[src/rtl/regfile_writeback_queue.sv]
// rtl/regfile_writeback_queue.sv - two-producer in-order write queue draining onto the register file write port
module regfile_writeback_queue #(
    parameter int DEPTH = 4,
    parameter int PTR_W = 2
) (
    input  logic           clk,
    input  logic           reset,
    input  logic           alu_valid,
    input  logic [0:4]     alu_rd,
    input  logic [0:31]    alu_data,
    output logic           alu_ready,
    input  logic           mem_valid,
    input  logic [0:4]     mem_rd,
    input  logic [0:31]    mem_data,
    output logic           mem_ready,
    output logic [0:4]     rd,
    output logic [0:31]    busW,
    output logic           writeEnable,
    input  logic [0:4]     query_rs,
    input  logic [0:4]     query_rt,
    output logic           pending_rs,
    output logic           pending_rt,
    output logic [0:PTR_W] count
);

    localparam logic [PTR_W+1:0] DEPTH_C = (PTR_W+2)'(DEPTH);

    logic [4:0]       rd_q   [DEPTH];
    logic [31:0]      data_q [DEPTH];
    logic [PTR_W-1:0] head_q, head_d;
    logic [PTR_W-1:0] tail_q, tail_d;
    logic [PTR_W:0]   count_q, count_d;
    logic [PTR_W+1:0] free;
    logic             drain;
    logic             alu_acc;
    logic             alu_enq;
    logic             mem_enq;
    logic [PTR_W-1:0] mem_slot;
    logic [PTR_W-1:0] slot;

    // The head slot drains every cycle the queue is nonempty, so it counts as free.
    always_comb begin
        drain     = (count_q != '0);
        free      = DEPTH_C - {1'b0, count_q} + (PTR_W+2)'(drain);
        alu_ready = (free >= (PTR_W+2)'(1));
        alu_acc   = alu_valid & alu_ready;
        mem_ready = (free >= ((PTR_W+2)'(1) + (PTR_W+2)'(alu_acc)));
        alu_enq   = alu_acc && (alu_rd != 5'd0);
        mem_enq   = mem_valid && mem_ready && (mem_rd != 5'd0);
        mem_slot  = tail_q + PTR_W'(alu_enq);
        head_d    = head_q + PTR_W'(drain);
        tail_d    = tail_q + PTR_W'(alu_enq) + PTR_W'(mem_enq);
        count_d   = count_q + (PTR_W+1)'(alu_enq) + (PTR_W+1)'(mem_enq) - (PTR_W+1)'(drain);
    end

    always_ff @(posedge clk) begin
        if (!reset) begin
            head_q  <= '0;
            tail_q  <= '0;
            count_q <= '0;
        end else begin
            head_q  <= head_d;
            tail_q  <= tail_d;
            count_q <= count_d;
        end
    end

    always_ff @(posedge clk) begin
        if (reset) begin
            if (alu_enq) begin
                rd_q[tail_q]   <= alu_rd;
                data_q[tail_q] <= alu_data;
            end
            if (mem_enq) begin
                rd_q[mem_slot]   <= mem_rd;
                data_q[mem_slot] <= mem_data;
            end
        end
    end

    always_comb begin
        writeEnable = drain;
        rd          = drain ? rd_q[head_q] : 5'd0;
        busW        = drain ? data_q[head_q] : 32'd0;
        count       = count_q;
    end

    // Scan occupied slots starting at head; same-cycle accepts are not yet visible.
    always_comb begin
        pending_rs = 1'b0;
        pending_rt = 1'b0;
        slot       = head_q;
        for (int k = 0; k < DEPTH; k++) begin
            slot = head_q + PTR_W'(k);
            if ((PTR_W+1)'(k) < count_q) begin
                if ((query_rs != 5'd0) && (rd_q[slot] == query_rs)) pending_rs = 1'b1;
                if ((query_rt != 5'd0) && (rd_q[slot] == query_rt)) pending_rt = 1'b1;
            end
        end
    end

endmodule
[config.mk]
export PLATFORM = sky130hd
export DESIGN_NAME = regfile_writeback_queue
export DESIGN_NICKNAME = d
export VERILOG_FILES = /design/src/rtl/regfile_writeback_queue.sv
export SDC_FILE = /design/constraint.sdc
export NUM_CORES = 1
export LEC_CHECK = 0
export ABC_AREA = 1
export CORE_MARGIN = 1
export CORE_UTILIZATION = 60
export CTS_BUF_LIST = sky130_fd_sc_hd__clkbuf_4 sky130_fd_sc_hd__clkbuf_8
export CTS_CLUSTER_DIAMETER = 60
export DETAILED_ROUTE_END_ITERATION = 7
export PLACE_DENSITY = 0.87
export SLEW_MARGIN = 20
export SYNTH_ARGS = -nofsm -noshare
export SYNTH_HDL_FRONTEND = slang
export SYNTH_SLANG_ARGS = --single-unit
[constraint.sdc]
create_clock -name clk -period 11 [get_ports clk]
set_clock_uncertainty 0.05 [all_clocks]
set_input_delay 2.2 -clock clk [delete_from_list [all_inputs] [get_ports clk]]
set_output_delay 2.2 -clock clk [all_outputs]
set_load 0.01 [all_outputs]
==> impl_metrics.csv <==
group,metric,value,unit
critical_path,cp.required,8.75,ns
timing,fmax,0.1552,GHz
routing,route.detailed.drc,0,
timing,grt_setup_unrepaired,"false",
yosys,yosys_warnings,0,
cts,clock_latency,0.45,ns
global_routing,antenna_found_initial,0,
cts,cts.htree.levels,4,
critical_path,rr_worst_depth,17,
yosys,ys_top_cells_by_area,"edfxtp_1 (48%), nand2_1 (14%), nand3_1 (8.0%)",
routing,post_drt_wl_per_cell,17.69,um
flow_run,maxCapViolCount,0,
critical_path,crit_path_end_kind,"output port",
critical_path,startpoint,"query_rt[1]",
timing,fin_crit_sh,58.56,%
place,dp.final_hpwl,15640,um
timing,tightest_slew,0.8966,ns
yosys,avgSynthCellArea,8.344,um^2
routing,drt_first_pass_iters,6,
power_and_ir_drop,finalPower,2.702,mW
power_and_ir_drop,powerDensity,248.8,nW/um^2
timing,setup_tns,0,ns
yosys,synth_edf_count,148,
place,postPlaceCellArea,10460,um^2
floorplanning,fp-row-count,44,
cts,cts_tree,"built",
cts,post_cts_buffers,0,
global_routing,grt_pass1_vias,7958,
global_routing,grt.overflow.total,0,
routing,antenna_left,0,
place,portBuffers,132,
floorplanning,die_h,125.8,um
yosys,syn_inst,1102,
timing,max_slew_margin,40.23,%
power_and_ir_drop,ir_drop,0.0001583,V
finish,layout.nets,1298,
cts,postCtsHoldBufs,0,
routing,wl,24650,um
routing,vias,8270,
finish,syn_to_final_growth,18.11,%
min_path,worstHoldStart,"count[2]",
floorplanning,die_w,125.8,um
place,gp_congestion,0.9769,
yosys,synth-seq-cells,155,
finish,fin_util,73.61,%
power_and_ir_drop,leakage,4.528,nW
routing,viasPerCell,5.937,
cts,clkTransAtPathRegs,0.08,ns
finish,ff_latch_area,4587,um^2
critical_path,crit_path_start_kind,"input port",
finish,fill_cells,1086,
finish,fin_area,10860,um^2
yosys,syn_nets,1203,
global_routing,grt_pass1_wl,39330,um
global_routing,grt_use_total,32.25,%
global_routing,grt_max_degree,78,
yosys,synth_async_sr_flop_share,0,%
cts,clk_path_buf_depth,2,
critical_path,crit_arrival,4.19,ns
timing,fin_crit,6.442,ns
min_path,hold_depth,3,
place,dp_slack,4.638,ns
floorplanning,fp.coreArea,14750,um^2
timing,hold_viol_final,0,
yosys,synth_top_flop_cell,"edfxtp_1",
finish,multi_input_area,3869,um^2
cts,root_buffer,"clkbuf_8",
cts,cts_made_buffers,17,
yosys,ys_seq_area_share,49.86,%
finish,drive_gt1_share,4.715,%
min_path,hp-class,"reg -> reg",
yosys,netlist.area_leader.share,48.33,%
critical_path,r2r_start,"count[0]",
critical_path,crit_fanout,6,
yosys,synthDistinctLibCells,31,
cts,post_cts_resize_count,0,
timing,setup_viol,0,
cts,clock_sinks,155,
status,status,"complete, no violations",
finish,antennaDiodeCount,0,
timing,final-max-slew-violation-count,0,
yosys,syn_area,9195,um^2
routing,initialDrtViolationCount,809,
floorplanning,io_pins,133,
yosys,synth_area_leader_cell,"edfxtp_1",
floorplanning,die_area,15820,um^2
timing,layout_setup_ws,4.558,ns
floorplanning,start_util,62.32,%
critical_path,critical_path_class,"in -> out",
==> per-layer routing <==
metal  track usage [%]  up-vias  share of wire [%]
li1                  -     3995                  -
met3             5.055       50                9.3
met5                 0        -                  0
met2             55.42      457                 50
met1             41.12     3768                 39
met4             12.76        0                1.9
==> logic make-up after synthesis <==
family | count (synthesis) | synth area share (%)
compound gates | 228 | 13.87
xor+xnor | 6 | 0.6532
fa+ha+maj | 13 | 1.932
buf+inv | 162 | 8.722
flops | 155 | 49.86
simple gates | 538 | 24.97
==> placed cells by master (no fill, tap or decap), types with 3 or more instances in the layout <==
master / instances
buf_4: 14
a21oi_1: 5
nand4_4: 4
o21ai_1: 124
clkinv_1: 3
xor2_1: 4
clkbuf_8: 17
clkinv_4: 3
dfxtp_1: 5
nor2_1: 36
bufinv_16: 3
o21ai_0: 30
nand3_1: 147
ha_1: 11
o31ai_4: 4
clkdlybuf4s50_1: 132
inv_1: 90
a31oi_1: 32
nand2_1: 341
nor3_1: 3
a22oi_1: 32
edfxtp_1: 148
==> state kept, by name (all words and copies together), names as in the netlist <==
name and flops:
tail_q 2, head_q 2, data_q 128, rd_q 20
count 3
==> area by class of cell <==
| class | count | area share [%] |
|---|---|---|
| Timing Repair Buffer | 146 | 13.13 |
| Clock inverter | 14 | 1.555 |
| Inverter | 92 | 3.180 |
| Tap cell | 184 | 2.120 |
| Multi-Input combinational cell | 785 | 35.62 |
| Sequential cell | 155 | 42.24 |
| Clock buffer | 17 | 2.154 |
==> worst paths after layout <==
| path | endpoint | slack [ns] |
|---|---|---|
| setup / recovery | pending_rt | 4.56 |
| hold / removal | count[2] | 0.70 |
| setup reg to reg | rd_q[0][2] | 6.27 |
| hold reg to reg | count[2] | 0.70 |
==> per-stage QoR <==
stage	hold WS [ns]	instances
after floorplan	0.5532	1102
after global placement	0.6712	1362
after detailed placement	0.6945	1362
after CTS	0.7088	1393
after global routing	0.7598	1393
final	0.7017	1393
==> power breakdown <==
group	leakage [nW]	internal, mW	switching (mW)
Sequential	1.41	0.810	0.0460
Clock	0.201	0.224	0.216
Combinational	2.91	0.506	0.901
Total	4.53	1.54	1.16
==> worst max-delay path, stage by stage <==
cell             delay [ns]
clkdlybuf4s50_1        0.58
inv_1                  0.13
nand3_1                0.10
nand2_1                0.07
a21oi_1                0.20
nand3_1                0.11
nand2_1                0.08
inv_1                  0.04
a21oi_1                0.13
clkdlybuf4s50_1        0.55
==> Yosys cell counts, types with 2 or more instances <==
master and count:
and2_1 2, nand4_1 2, dfxtp_1 7, buf_6 16, nand3_1 147, a22oi_1 32, clkbuf_1 15, xor2_1 4
a21oi_1 5, o31ai_1 4, nand2_1 341, nor2_1 36, nand3b_1 2, nand4_4 4, o21ai_0 30, buf_2 16
nor3_1 4, clkbuf_2 4, a31oi_1 32, buf_1 8, o21ai_1 124, fa_1 2, inv_1 91, edfxtp_1 148
ha_1 11, buf_4 10
Note: power is estimated with default switching activity, not from simulation.
